### src/rtl/lsu_pkg.sv
// lsu_pkg: shared encodings and helpers for the load/store unit
// Holds wordmode encodings, exception codes, FSM states, timeout limit,
// plus byte-enable and store-steering helpers.
package lsu_pkg;
  localparam logic [2:0] wm_wd = 3'd0;
  localparam logic [2:0] wm_hs = 3'd1;
  localparam logic [2:0] wm_hu = 3'd2;
  localparam logic [2:0] wm_bs = 3'd3;
  localparam logic [2:0] wm_bu = 3'd4;
  localparam logic [4:0] exc_ld_mis = 5'd4;
  localparam logic [4:0] exc_st_mis = 5'd5;
  localparam logic [4:0] exc_tmo = 5'd7;
  localparam logic [4:0] exc_ill = 5'd10;
  localparam logic [7:0] tmo_limit = 8'd255;
  typedef enum logic [1:0] {s_idle = 2'd0, s_req = 2'd1, s_resp = 2'd2} state_t;
  function automatic logic is_half(input logic [2:0] wm);
    return wm == wm_hs || wm == wm_hu;
  endfunction
  function automatic logic [3:0] be_of(input logic [2:0] wm, input logic [1:0] off);
    return wm == wm_wd ? 4'hf : is_half(wm) ? (off[1] ? 4'hc : 4'h3) : 4'b0001 << off;
  endfunction
  function automatic logic [31:0] steer(input logic [2:0] wm, input logic [31:0] d);
    return wm == wm_wd ? d : is_half(wm) ? {2{d[15:0]}} : {4{d[7:0]}};
  endfunction
endpackage

### src/rtl/lsu_ctrl_ld_ext.sv
// lsu_ld_ext: load lane select and sign/zero extension
// Ports: wm (wordmode), off (byte offset), data (raw memory word), ext (extended result).
module lsu_ld_ext
  import lsu_pkg::*;
(
  input  logic [2:0]  wm,
  input  logic [1:0]  off,
  input  logic [31:0] data,
  output logic [31:0] ext
);
  logic [15:0] h;
  logic [7:0]  b;
  always_comb begin
    h = off[1] ? data[31:16] : data[15:0];
    b = data[{off, 3'b000} +: 8];
    ext = wm == wm_wd ? data :
          wm == wm_hs ? {{16{h[15]}}, h} :
          wm == wm_hu ? {16'b0, h} :
          wm == wm_bs ? {{24{b[7]}}, b} : {24'b0, b};
  end
endmodule

### src/rtl/lsu_ctrl.sv
// lsu_ctrl: MEM-stage load/store controller (IDLE -> REQ -> RESP handshake)
// Pipeline side: req, we, wordmode, addr, wdata in; stall, rdata, done, exc, exc_code out.
// Memory side: mem_req, mem_we, mem_be, mem_addr, mem_wdata out; mem_rdata, mem_ack in.
// Define LSU_TIMEOUT_EN to abort a REQ after tmo_limit cycles without mem_ack.
module lsu_ctrl
  import lsu_pkg::*;
(
  input  logic        clk,
  input  logic        reset,
  input  logic        req,
  input  logic        we,
  input  logic [2:0]  wordmode,
  input  logic [31:0] addr,
  input  logic [31:0] wdata,
  output logic        stall,
  output logic [31:0] rdata,
  output logic        done,
  output logic        exc,
  output logic [4:0]  exc_code,
  output logic        mem_req,
  output logic        mem_we,
  output logic [3:0]  mem_be,
  output logic [31:0] mem_addr,
  output logic [31:0] mem_wdata,
  input  logic [31:0] mem_rdata,
  input  logic        mem_ack
);
  state_t      state;
  logic        lat_we;
  logic [2:0]  lat_wm;
  logic [1:0]  lat_off;
  logic [31:0] lat_addr, lat_wdata, ext;
  logic [3:0]  lat_be;
  logic        ill, mis, idle_req, go, expire, tmo;
  lsu_ld_ext u_ext (.wm(lat_wm), .off(lat_off), .data(mem_rdata), .ext(ext));
  always_comb begin
    ill = wordmode > wm_bu || (we && (wordmode == wm_hu || wordmode == wm_bu));
    mis = (wordmode == wm_wd && addr[1:0] != 2'b00) || (is_half(wordmode) && addr[0]);
    idle_req = state == s_idle && req && !reset;
    go = idle_req && !ill && !mis;
  end
`ifdef LSU_TIMEOUT_EN
  logic [7:0] cnt;
  assign expire = cnt == tmo_limit - 8'd1;
  always_ff @(posedge clk or posedge reset)
    if (reset) begin
      cnt <= '0;
      tmo <= 1'b0;
    end else if (go) begin
      cnt <= '0;
      tmo <= 1'b0;
    end else if (state == s_req) begin
      cnt <= cnt + 8'd1;
      tmo <= !mem_ack && expire;
    end
`else
  assign expire = 1'b0;
  assign tmo = 1'b0;
`endif
  always_ff @(posedge clk or posedge reset)
    if (reset) begin
      state <= s_idle;
      lat_we <= 1'b0;
      lat_wm <= '0;
      lat_off <= '0;
      lat_addr <= '0;
      lat_wdata <= '0;
      lat_be <= '0;
      rdata <= '0;
    end else if (go) begin
      state <= s_req;
      lat_we <= we;
      lat_wm <= wordmode;
      lat_off <= addr[1:0];
      lat_addr <= {addr[31:2], 2'b00};
      lat_wdata <= steer(wordmode, wdata);
      lat_be <= be_of(wordmode, addr[1:0]);
    end else if (state == s_req && (mem_ack || expire)) begin
      state <= s_resp;
      rdata <= mem_ack && !lat_we ? ext : '0;
    end else if (state == s_resp)
      state <= s_idle;
  always_comb begin
    stall = go || state == s_req;
    done = state == s_resp;
    exc = (idle_req && (ill || mis)) || (done && tmo);
    exc_code = !exc ? 5'd0 : done ? exc_tmo : ill ? exc_ill : we ? exc_st_mis : exc_ld_mis;
    mem_req = state == s_req;
    mem_we = mem_req && lat_we;
    mem_be = mem_req ? lat_be : 4'b0;
    mem_addr = mem_req ? lat_addr : '0;
    mem_wdata = mem_req ? lat_wdata : '0;
  end
endmodule

### config.mk
export PLATFORM = sky130hd
export DESIGN_NAME = lsu_ctrl
export DESIGN_NICKNAME = d
export VERILOG_FILES = /design/src/rtl/lsu_pkg.sv /design/src/rtl/lsu_ctrl_ld_ext.sv /design/src/rtl/lsu_ctrl.sv
export SDC_FILE = /design/constraint.sdc
export NUM_CORES = 1
export LEC_CHECK = 0
export ABC_AREA = 1
export CORE_ASPECT_RATIO = 0.6
export CORE_MARGIN = 2
export CORE_UTILIZATION = 46
export DETAILED_ROUTE_END_ITERATION = 8
export HOLD_SLACK_MARGIN = 0.15
export PLACE_DENSITY = 0.8
export SLEW_MARGIN = 20
export SYNTH_ARGS = -nofsm -noshare
export SYNTH_HDL_FRONTEND = slang
export SYNTH_SLANG_ARGS = --single-unit
### constraint.sdc
create_clock -name clk -period 6.24 [get_ports clk]
set_input_delay 1.248 -clock clk [delete_from_list [all_inputs] [get_ports clk]]
set_output_delay 1.248 -clock clk [all_outputs]
set_load 0.005 [all_outputs]
==> flow_metrics.tcl <==
set metrics [dict create \
    drt_iter0_markers 392 \
    die_y_um 92.0 \
    setup_ws_ps 1670 \
    yosysUniqueCellTypes 26 \
    hp-class "flop to flop" \
    dpl.hpwl_um 12600 \
    arrival_ps 3320 \
    core-area_um2 12700 \
    path_depth 9 \
    netlist_area_um2 5940 \
    rr_worst_depth 6 \
    maxSlewViolCount 0 \
    drv_cap 0 \
    slowest_stage "clkdlybuf4s50_1" \
    die_area_um2 13900 \
    cts_resized 0 \
    path_clk_slew_ps 70 \
    r2r-start "lat_off[1]$_DFFE_PP0P_" \
    drive_gt1_frac 0.0392 \
    routedWlPerCell_um 13.8 \
    htree_levels 3 \
    cp.buffers_inverters 2 \
    path_common_cell "nand2_1" \
    io_buffers 210 \
    synth_compound_area_frac 0.0542 \
    period_share 0.733 \
    fin_crit_ps 4570 \
    vias 5960 \
    setup_tns_ps 0 \
    syn_to_final_growth_pct 40.7 \
    synth_top_area_share 0.447 \
    numClockSinks 106 \
    rows 32 \
    critPathKind "primary input to output pin" \
    cts_buffer_depth 2 \
    synth_area_leaders "dfrtp_1 (45%), nand2_1 (27%), inv_1 (6.6%)" \
    clk_latency_ps 350 \
    p_leak_uw 0.00401 \
    drc_errors 0 \
    start_util 0.466 \
    die_w_um 151 \
    finalWirelength_um 17500 \
    p_per_area_nw_per_um2 167 \
    synthCells 912 \
    slew_headroom 0.302 \
    critPathCapture "exc_code[2]" \
    cts_tree "done" \
    first_pass_iters 5 \
    ios 214 \
    critPathTopFamily "buffers and inverters" \
    ys.flop_type "dfrtp_1" \
    cts_inserted_buffers 9 \
    yosys_warnings 0 \
    finish.utilization 0.656 \
    grt_overflow_total 0 \
    synth_mux_area_frac 0 \
    crit_path_max_fanout 13 \
    max_freq_mhz 219 \
    yosysMostFrequentCell "nand2_1" \
    synth_top_family_by_area "simple AND/OR/NAND/NOR gates" \
    ant_nets 0 \
    grt_max_degree 82 \
    final-hold-violation-count 0 \
    cts_hold_buf 0 \
    synthSimpleGateAreaFrac 0.385 \
    rsz0062_at_grt "no" \
    antenna_found_initial 0 \
    vias_per_cell 4.70 \
    placed_area_um2 8050 \
    start_kind "primary input" \
    setup_viol 0 \
    grt_pass1_vias 5463 \
    syn-mean-instance-area_um2 6.51 \
    worst_slew_pin_slew_ps 1050 \
    vdd_drop_max_mv 0.123 \
    fin_skew_ps 8.84 \
    grt_use_total 0.255 \
    crit_chain "clkdlybuf4s50_1, nand2_1, nand2_2, nor2_2, a21oi_2, nand2_1, nand2_1, a21oi_1, clkdlybuf4s50_1" \
    cp.required_ps 4990 \
    synth_xor_area_frac 0 \
    num_antenna_cells 0 \
    synthArstFlopShare 1.00 \
    synth_seq_cells 106 \
    seq_area_frac_synth 0.447 \
    r2r_end "rdata[22]$_DFFE_PP0P_" \
    pre_cts_ws_ps 1690 \
    rrSetupSlack_ps 4070 \
    crit_start "wordmode[1]" \
    end_kind "output pin" \
    yosys.area.top_type "dfrtp_1" \
    synthTopCellsByCount "nand2_1 (433), dfrtp_1 (106), inv_1 (105)" \
    cp_slowest_stage_delay_ps 510 \
    synth-edff-count 0 \
    cts_setup_buffers 0 \
    final_area_um2 8350 \
    status "finished, final reports clean" \
    grt_pass1_wl_um 27600 \
    synthAdderAreaFrac 0 \
    finalNetCount 1197 \
    cts_root_buf "clkbuf_16" \
    place_congestion 0.939 \
]
[sequential cells by signal (all words and copies together) (netlist names)]
register	flops
lat_addr	30
lat_be	4
rdata	32
state	2
lat_wdata	32
lat_off	2
lat_we	1
lat_wm	3
[how the worst min path moves through the flow]
stage	slack [ps]	cells after the start	endpoint	startpoint
floorplan	450	2	lat_addr[10]$_DFFE_PP0P_	lat_addr[10]$_DFFE_PP0P_
global placement	460	2	rdata[18]$_DFFE_PP0P_	rdata[18]$_DFFE_PP0P_
detailed placement	470	2	rdata[5]$_DFFE_PP0P_	rdata[5]$_DFFE_PP0P_
CTS	490	2	rdata[9]$_DFFE_PP0P_	rdata[9]$_DFFE_PP0P_
global route	500	2	lat_wdata[22]$_DFFE_PP0P_	lat_wdata[22]$_DFFE_PP0P_
finish	480	2	rdata[9]$_DFFE_PP0P_	rdata[9]$_DFFE_PP0P_
[metal layers]
metal | share of wire | vias up | GRT usage
met5 | 0 | - | 0
met2 | 0.42 | 209 | 0.372
met1 | 0.48 | 2667 | 0.381
li1 | - | 3070 | -
met4 | 0.0091 | 0 | 0.0436
met3 | 0.091 | 14 | 0.0716
[per-stage QoR]
stage          hold WS, ps  total power [uW]  instances
2_1_floorplan          449               753        914
3_3_place_gp           462               840       1252
3_5_place_dp           465               840       1252
4_1_cts                485              1410       1268
5_1_grt                498              1450       1268
6_report               479              1400       1268
[cell usage in the layout (no fill, tap or decap), drive strengths merged]
cell type / instances
or2: 7
clkdlybuf4s50: 210
and2: 1
nand3b: 1
o21ai: 53
clkinv: 3
a21oi: 8
nand3: 27
clkbuf: 9
nand4: 8
inv: 114
buf: 6
nand2: 436
nor3: 2
dfrtp: 106
conb: 3
nor2: 101
clkinvlp: 2
o211ai: 1
[logic make-up after synthesis]
family,count (synthesis)
other,1
AND/OR/NAND/NOR,583
flip-flops,106
buffers and inverters,160
AO/OA/AOI/OAI,62
[area by class of cell]
class	count	area [um2]
Multi-Input combinational cell	648	2620
Timing Repair Buffer	216	2150
Sequential cell	106	2650
Clock inverter	7	71.3
Fill cell	1179	4380
Clock buffer	9	225
Tap cell	170	213
Inverter	112	423
[tightest hold or removal path: stages (launching register included)]
cell and delay [ps]:
dfrtp_1 350, nand2_1 50, nand2_1 50
[report_power, final]
| group | total [uW] | internal (uW) | switching (uW) | leakage, uW |
|---|---|---|---|---|
| logic | 141 | 74.5 | 66.5 | 0.00240 |
| clock network | 568 | 283 | 285 | 0.000139 |
| registers | 686 | 686 | 0 | 0.00147 |
(Power assumes the default switching activity.)
